## config.mk

```make
export PLATFORM = sky130hd
export DESIGN_NAME = uart_regif_v2_flat
export DESIGN_NICKNAME = d
export VERILOG_FILES = /design/src/rtl/uart_regif_v2_if.sv /design/src/rtl/uart_regif_v2.sv /design/src/flat_wrapper.sv
export SDC_FILE = /design/constraint.sdc
export NUM_CORES = 1
export LEC_CHECK = 0
export BUFFER_PORTS_ARGS = -buffer_cell sky130_fd_sc_hd__buf_2
export CORE_UTILIZATION = 30
export CTS_BUF_LIST = sky130_fd_sc_hd__clkbuf_8
export DETAILED_ROUTE_END_ITERATION = 8
export MAX_ROUTING_LAYER = met4
export PLACE_DENSITY = 0.47
export SLEW_MARGIN = 20
export SYNTH_ARGS = -nofsm -noshare
export SYNTH_HDL_FRONTEND = slang
export SYNTH_SLANG_ARGS = --single-unit
```

## constraint.sdc

```tcl
create_clock -name clk -period 1.8 [get_ports clk]
set_input_delay 0.09 -clock clk [delete_from_list [all_inputs] [get_ports clk]]
set_output_delay 0.09 -clock clk [all_outputs]
set_load 0.02 [all_outputs]
```

## src/rtl/uart_regif_v2_if.sv

```systemverilog
// Host register bus for the UART register interface.
//   wr_en    : write strobe (one cycle per write)
//   rd_en    : read strobe (one cycle per read)
//   addr     : 3-bit register address
//   data_in  : write data
//   rd_data  : read data, valid only while rd_valid is high (0 otherwise)
//   rd_valid : one-cycle pulse, one cycle after the accepted read strobe
// The master modport is the host side; the slave modport is the register block.
interface uart_regif_v2_if;
  logic       wr_en;
  logic       rd_en;
  logic [2:0] addr;
  logic [7:0] data_in;
  logic [7:0] rd_data;
  logic       rd_valid;

  modport master (
    output wr_en, rd_en, addr, data_in,
    input  rd_data, rd_valid
  );

  modport slave (
    input  wr_en, rd_en, addr, data_in,
    output rd_data, rd_valid
  );
endinterface

```

## src/rtl/uart_regif_v2.sv

```systemverilog
// 16550-style UART register block: decodes host reads/writes, drives TX/RX
// FIFO push/pop/flush strobes, holds LCR/MCR/IER/SCR/divisor, tracks sticky
// line-status errors and produces the prioritised IIR and a registered irq.
// Ports:
//   clk, rst            : clock, synchronous active-high reset
//   bus (slave)         : host register bus (see uart_regif_v2_if)
//   tx_fifo_full/empty  : TX FIFO status; tx_busy : TX shifter active
//   tx_wr_en, tx_data   : TX FIFO push strobe and data
//   rx_fifo_empty       : RX FIFO status; rx_data : FWFT head of RX FIFO
//   rx_rd_en            : RX FIFO pop strobe
//   rx_oe_p/pe_p/fe_p   : overrun / parity / framing error pulses
//   tx_fifo_clr/rx_fifo_clr : FIFO flush pulses
//   divisor, lcr, mcr   : configuration outputs
//   irq                 : interrupt request
module uart_regif_v2 #(
  parameter int DIV_W     = 16,
  parameter int DIV_RESET = 1,
  parameter int SCR_EN    = 1
) (
  input  logic             clk,
  input  logic             rst,
  uart_regif_v2_if.slave   bus,
  input  logic             tx_fifo_full,
  input  logic             tx_fifo_empty,
  input  logic             tx_busy,
  output logic             tx_wr_en,
  output logic [7:0]       tx_data,
  input  logic             rx_fifo_empty,
  input  logic [7:0]       rx_data,
  output logic             rx_rd_en,
  input  logic             rx_oe_p,
  input  logic             rx_pe_p,
  input  logic             rx_fe_p,
  output logic             tx_fifo_clr,
  output logic             rx_fifo_clr,
  output logic [DIV_W-1:0] divisor,
  output logic [7:0]       lcr,
  output logic [7:0]       mcr,
  output logic             irq
);

  localparam logic [DIV_W-1:0] DIV_TRUNC = DIV_W'(DIV_RESET);
  // A zero reset divisor would stall the baud generator, so it becomes 1.
  localparam logic [DIV_W-1:0] DIV_INIT  = (DIV_TRUNC == '0) ? DIV_W'(1) : DIV_TRUNC;

  localparam logic [7:0] IIR_LS   = 8'hC6;
  localparam logic [7:0] IIR_RX   = 8'hC4;
  localparam logic [7:0] IIR_THRE = 8'hC2;
  localparam logic [7:0] IIR_NONE = 8'hC1;

  // Truncate a {DLH,DLL} candidate to DIV_W bits and never allow zero.
  function automatic logic [DIV_W-1:0] div_clamp(input logic [15:0] v);
    logic [DIV_W-1:0] t;
    t = v[DIV_W-1:0];
    return (t == '0) ? DIV_W'(1) : t;
  endfunction

  logic [3:0] ier;
  logic [7:0] scr;
  logic       oe, pe, fe, txovf;
  logic       thre_pend;
  logic       tx_empty_q;

  logic       dlab;
  logic       wr, rd;
  logic       thr_wr, dll_wr, ier_wr, dlh_wr, fcr_wr, lcr_wr, mcr_wr, scr_wr;
  logic       rbr_rd, iir_rd, lsr_rd;
  logic [7:0] dll_rd, dlh_rd;
  logic [7:0] lsr, iir, rd_mux;

  assign dlab = lcr[7];
  assign wr   = bus.wr_en;
  // A read strobe coinciding with a write is dropped entirely.
  assign rd   = bus.rd_en & ~bus.wr_en;

  assign thr_wr = wr & (bus.addr == 3'd0) & ~dlab;
  assign dll_wr = wr & (bus.addr == 3'd0) &  dlab;
  assign ier_wr = wr & (bus.addr == 3'd1) & ~dlab;
  assign dlh_wr = wr & (bus.addr == 3'd1) &  dlab;
  assign fcr_wr = wr & (bus.addr == 3'd2);
  assign lcr_wr = wr & (bus.addr == 3'd3);
  assign mcr_wr = wr & (bus.addr == 3'd4);
  assign scr_wr = wr & (bus.addr == 3'd7);

  assign rbr_rd = rd & (bus.addr == 3'd0) & ~dlab;
  assign iir_rd = rd & (bus.addr == 3'd2);
  assign lsr_rd = rd & (bus.addr == 3'd5);

  // DLH only stores the bits that fit in DIV_W; the rest read back as 0.
  assign dll_rd = divisor[7:0];
  assign dlh_rd = 8'(divisor >> 8);

  assign lsr = {oe | pe | fe, tx_fifo_empty & ~tx_busy, ~tx_fifo_full,
                txovf, fe, pe, oe, ~rx_fifo_empty};

  always_comb begin
    iir = IIR_NONE;
    if (ier[2] & (oe | pe | fe | txovf)) iir = IIR_LS;
    else if (ier[0] & ~rx_fifo_empty)    iir = IIR_RX;
    else if (thre_pend)                  iir = IIR_THRE;
  end

  always_comb begin
    rd_mux = '0;
    case (bus.addr)
      3'd0:    rd_mux = dlab ? dll_rd : (rx_fifo_empty ? 8'h00 : rx_data);
      3'd1:    rd_mux = dlab ? dlh_rd : {4'b0000, ier};
      3'd2:    rd_mux = iir;
      3'd3:    rd_mux = lcr;
      3'd4:    rd_mux = mcr;
      3'd5:    rd_mux = lsr;
      3'd7:    rd_mux = scr;
      default: rd_mux = '0;
    endcase
  end

  if (SCR_EN != 0) begin : g_scr
    always_ff @(posedge clk) begin
      if (rst)         scr <= '0;
      else if (scr_wr) scr <= bus.data_in;
    end
  end else begin : g_no_scr
    assign scr = '0;
  end

  // Stage p1: every host-visible effect lands one cycle after the strobe.
  always_ff @(posedge clk) begin
    if (rst) begin
      bus.rd_valid <= 1'b0;
      bus.rd_data  <= '0;
      tx_wr_en     <= 1'b0;
      tx_data      <= '0;
      rx_rd_en     <= 1'b0;
      tx_fifo_clr  <= 1'b0;
      rx_fifo_clr  <= 1'b0;
      divisor      <= DIV_INIT;
      lcr          <= '0;
      mcr          <= '0;
      ier          <= '0;
      oe           <= 1'b0;
      pe           <= 1'b0;
      fe           <= 1'b0;
      txovf        <= 1'b0;
      thre_pend    <= 1'b0;
      tx_empty_q   <= 1'b0;
      irq          <= 1'b0;
    end else begin
      bus.rd_valid <= rd;
      bus.rd_data  <= rd ? rd_mux : 8'h00;
      rx_rd_en     <= rbr_rd & ~rx_fifo_empty;
      tx_wr_en     <= thr_wr & ~tx_fifo_full;
      if (thr_wr & ~tx_fifo_full) tx_data <= bus.data_in;
      tx_fifo_clr  <= fcr_wr & bus.data_in[2];
      rx_fifo_clr  <= fcr_wr & bus.data_in[1];

      if (lcr_wr) lcr <= bus.data_in;
      if (mcr_wr) mcr <= bus.data_in;
      if (ier_wr) ier <= bus.data_in[3:0];
      if (dll_wr) divisor <= div_clamp({dlh_rd, bus.data_in});
      if (dlh_wr) divisor <= div_clamp({bus.data_in, dll_rd});

      // Clear-on-read first, then OR in new events so a same-cycle pulse survives.
      oe    <= (oe    & ~lsr_rd) | rx_oe_p;
      pe    <= (pe    & ~lsr_rd) | rx_pe_p;
      fe    <= (fe    & ~lsr_rd) | rx_fe_p;
      txovf <= (txovf & ~lsr_rd) | (thr_wr & tx_fifo_full);

      tx_empty_q <= tx_fifo_empty;
      if (thr_wr | (iir_rd & (iir == IIR_THRE)))
        thre_pend <= 1'b0;
      else if (tx_fifo_empty & ~tx_empty_q & ier[1])
        thre_pend <= 1'b1;

      irq <= ~iir[0];
    end
  end

endmodule
```

## src/flat_wrapper.sv

```systemverilog
// flat-port wrapper written by rule: the top's interface ports become plain ports
module uart_regif_v2_flat 
#(
  parameter int DIV_W     = 16,
  parameter int DIV_RESET = 1,
  parameter int SCR_EN    = 1
)
  (clk, rst, tx_fifo_full, tx_fifo_empty, tx_busy, tx_wr_en, tx_data, rx_fifo_empty, rx_data, rx_rd_en, rx_oe_p, rx_pe_p, rx_fe_p, tx_fifo_clr, rx_fifo_clr, divisor, lcr, mcr, irq, bus_wr_en, bus_rd_en, bus_addr, bus_data_in, bus_rd_data, bus_rd_valid);
  uart_regif_v2_if bus_i ();
  input  logic clk;
  input  logic rst;
  input  logic tx_fifo_full;
  input  logic tx_fifo_empty;
  input  logic tx_busy;
  output logic tx_wr_en;
  output logic [7:0] tx_data;
  input  logic rx_fifo_empty;
  input  logic [7:0] rx_data;
  output logic rx_rd_en;
  input  logic rx_oe_p;
  input  logic rx_pe_p;
  input  logic rx_fe_p;
  output logic tx_fifo_clr;
  output logic rx_fifo_clr;
  output logic [DIV_W-1:0] divisor;
  output logic [7:0] lcr;
  output logic [7:0] mcr;
  output logic irq;
  input wire logic [$bits(bus_i.wr_en)-1:0] bus_wr_en;
  input wire logic [$bits(bus_i.rd_en)-1:0] bus_rd_en;
  input wire logic [$bits(bus_i.addr)-1:0] bus_addr;
  input wire logic [$bits(bus_i.data_in)-1:0] bus_data_in;
  output wire logic [$bits(bus_i.rd_data)-1:0] bus_rd_data;
  output wire logic [$bits(bus_i.rd_valid)-1:0] bus_rd_valid;
  assign bus_i.wr_en = bus_wr_en;
  assign bus_i.rd_en = bus_rd_en;
  assign bus_i.addr = bus_addr;
  assign bus_i.data_in = bus_data_in;
  assign bus_rd_data = bus_i.rd_data;
  assign bus_rd_valid = bus_i.rd_valid;
  uart_regif_v2 #(.DIV_W(DIV_W), .DIV_RESET(DIV_RESET), .SCR_EN(SCR_EN)) u_core (.clk(clk), .rst(rst), .bus(bus_i), .tx_fifo_full(tx_fifo_full), .tx_fifo_empty(tx_fifo_empty), .tx_busy(tx_busy), .tx_wr_en(tx_wr_en), .tx_data(tx_data), .rx_fifo_empty(rx_fifo_empty), .rx_data(rx_data), .rx_rd_en(rx_rd_en), .rx_oe_p(rx_oe_p), .rx_pe_p(rx_pe_p), .rx_fe_p(rx_fe_p), .tx_fifo_clr(tx_fifo_clr), .rx_fifo_clr(rx_fifo_clr), .divisor(divisor), .lcr(lcr), .mcr(mcr), .irq(irq));
endmodule
```

==> flow_summary.json <==
{
  "groute.usage.overall_pct": 21.1,
  "synth_seq_cells": 72,
  "dieArea_um2": 11000,
  "synthXorXnorAreaFrac_pct": 0,
  "grt.busiest_layer": "met2",
  "vias": 2952,
  "arrival_ns": 1.86,
  "cts_tree": "done",
  "drt-initial-drc-count": 134,
  "ys.flop_type": "dfxtp_1",
  "synth_fa_ha_area_share_pct": 0,
  "cp.required_ns": 2.06,
  "first_global_vias": 2899,
  "final_antenna_net_count": 0,
  "critPathCaptureType": "register",
  "layout_worst_path_cycle_share_pct": 88.7,
  "slowest_delay_ns": 0.44,
  "leakagePower_uw": 0.00168,
  "post-cts-setup-buffers": 0,
  "synth.area.mux_share_pct": 8.11,
  "clkLatencyLatePin_ns": 0.35,
  "place_hpwl_mm": 7.85,
  "min_path_type": "primary input to register",
  "overflow": 0,
  "die_x_um": 105,
  "yosys-top-cells-area": "dfxtp_1, nand2_1, mux2i_1",
  "syn_inst": 353,
  "place_ws_ns": 0.0954,
  "cp_cell_sequence": "nor2_1 -> and3b_1 -> a222oi_1 -> o211ai_1",
  "met3_usage_pct": 3.93,
  "final_nets": 473,
  "yosysWarnings": 0,
  "h-tree-depth": 3,
  "fp-row-count": 37,
  "use_met2_pct": 32.9,
  "syn-num-nets": 383,
  "synth_top_family_by_area": "simple AND/OR/NAND/NOR gates",
  "cts_buffer_depth": 2,
  "yosys.area.top_type_share_pct": 45.6,
  "slew_headroom_pct": 59.1,
  "setup_tns_ns": 0,
  "period_minus_slack_ns": 1.60,
  "syn_area_per_cell_um2": 8.96,
  "synth_compound_area_share_pct": 18.9,
  "root_buffer": "clkbuf_8",
  "rsz0062_at_grt": "no",
  "tightest_slew_ns": 0.613,
  "coreArea_um2": 10300,
  "routed_via_density": 5.05,
  "powerDensity_nw_per_um2": 821,
  "worst-path-buf-inv": 0,
  "ir_worst_vdd_mv": 0.344,
  "grt_pass1_wl_mm": 16.9,
  "antenna_found_initial": 0,
  "finalHoldViolations": 0,
  "numClockSinks": 72,
  "timing.final.ws_setup_ns": 0.203,
  "ios": 84,
  "dp.cells": 565,
  "yosysSeqAreaShare_pct": 45.6,
  "critPathTopFamily": "simple AND/OR/NAND/NOR gates",
  "yosys.area_share.simple_pct": 22.4,
  "synth-edff-count": 0,
  "drtPass1Iterations": 4,
  "antenna_cells": 0,
  "clkSlewWorstSetupHoldPaths_ns": 0.08,
  "synth.distinct_cells": 55,
  "maxCapViolations": 0,
  "portBuffers": 83,
  "setup_viol_count_final": 0,
  "skew_ns": 0.00835,
  "place_congestion": 0.874,
  "path_class": "register to register",
  "synth_top_area_cell": "dfxtp_1",
  "wl_mm": 10.8,
  "fillers": 1114,
  "maxSlewViolCount": 0,
  "start_util_pct": 30.8,
  "status": "completed",
  "syn_area_um2": 3160,
  "grt_max_degree": 31,
  "crit_path_top_delay_cell": "and3b_1",
  "wl_per_cell_um": 18.5,
  "cts-buffers-inserted": 9,
  "drive_above_1_share_pct": 29.7,
  "route.detailed.drc": 0,
  "synth-async-reset-ratio_pct": 0,
  "clock.fmax_mhz": 626,
  "area_delta_synth_final_pct": 25.3,
  "floorplan.die.height_um": 105,
  "critPathLaunchType": "register",
  "critPathMaxFanout": 9,
  "fin_cells": 584,
  "met1_usage_pct": 27.7
}
==> layer usage <==
layer,share of wire (%),vias to the layer above
li1,-,1441
met2,47,105
met5,0,-
met1,47,1400
met3,5.7,6
met4,0.90,0
==> worst reg2reg max path: cells and delay by family (launching register included) <==
family | cells | cell delay [ns]
flip-flops | 1 | 0.37
AO/OA/AOI/OAI | 2 | 0.40
AND/OR/NAND/NOR | 2 | 0.74
==> cell usage in the layout, fill, tap and decap left out, types with 6 or more instances in the layout <==
cell	n
nand2_1	64
nand3_1	6
dfxtp_1	71
mux2i_1	20
buf_4	17
a22o_1	15
a21oi_1	35
clkbuf_8	9
buf_2	83
nand2b_1	6
nor2_1	25
a31oi_1	6
==> layout make-up <==
cell class	count	area (um2)	share of cell area [%]
well taps	136	170	4.29
multi-input cells	253	1560	39.5
clock buffers	9	124	3.13
flip-flops and latches	72	1440	36.4
inverters	4	15.0	0.379
repair buffers	103	573	14.5
clock inverters	7	73.8	1.86
==> metrics by stage <==
stage | hold slack (ns) | utilization (%) | area (um2) | total power [uW]
2_1_floorplan | 0.207 | - | 3160 | 1860
3_3_place_gp | 0.303 | 36.3 | 3730 | 1990
3_5_place_dp | 0.314 | 36.3 | 3730 | 1990
4_1_cts | 0.000558 | 38.5 | 3960 | 3280
5_1_grt | 0.0201 | 38.6 | 3960 | 3380
6_report | 0.0114 | 38.6 | 3960 | 3250
==> Yosys cell counts, types with 4 or more instances <==
master / number
a21oi_1: 35
a22o_1: 15
a31oi_1: 6
and2_1: 4
and3_1: 5
buf_2: 12
buf_6: 4
clkbuf_1: 6
dfxtp_1: 72
inv_1: 4
mux2_2: 5
mux2i_1: 20
nand2_1: 64
nand2b_1: 6
nand3_1: 6
nor2_1: 25
nor4_1: 5
o21ai_0: 5
==> power by group <==
group,leakage [uW],internal (uW),switching [uW],total [uW]
logic,0.00101,114,206,320
clock network,0.0000928,639,653,1290
registers,0.000583,1620,21.7,1640
total,0.00168,2370,880,3250
==> worst paths after layout <==
check                                   start                    end  slack (ns)  cells past startpoint
worst max-delay path            u_core.lcr[7]  u_core.bus.rd_data[2]        0.20                      4
worst min-delay path            tx_fifo_empty      u_core.tx_empty_q        0.01                      2
worst max register to register  u_core.lcr[7]  u_core.bus.rd_data[2]        0.20                      4
worst min register to register  u_core.scr[4]          u_core.scr[4]        0.46                      2
==> state kept, by name, summed over array words and instances, names as in the netlist, 4 cells and up <==
register / flops
u_core.divisor: 16
u_core.mcr: 8
u_core.scr: 8
u_core.lcr: 8
u_core.ier: 4
u_core.tx_data: 8
u_core.bus.rd_data: 8
==> logic make-up (layout without fill, tap and decap cells) <==
family | count (synthesis) | count (layout)
AO/OA/AOI/OAI | 87 | 87
buffers and inverters | 28 | 123
flip-flops | 72 | 72
AND/OR/NAND/NOR | 141 | 141
multiplexers | 25 | 25
==> what timing repair did <==
action	CTS	global route
endpoints found under the setup margin	0	1
hold buffers	3	0
hold endpoints to repair	3	0
resized for setup	0	1
(Power assumes the default switching activity.)
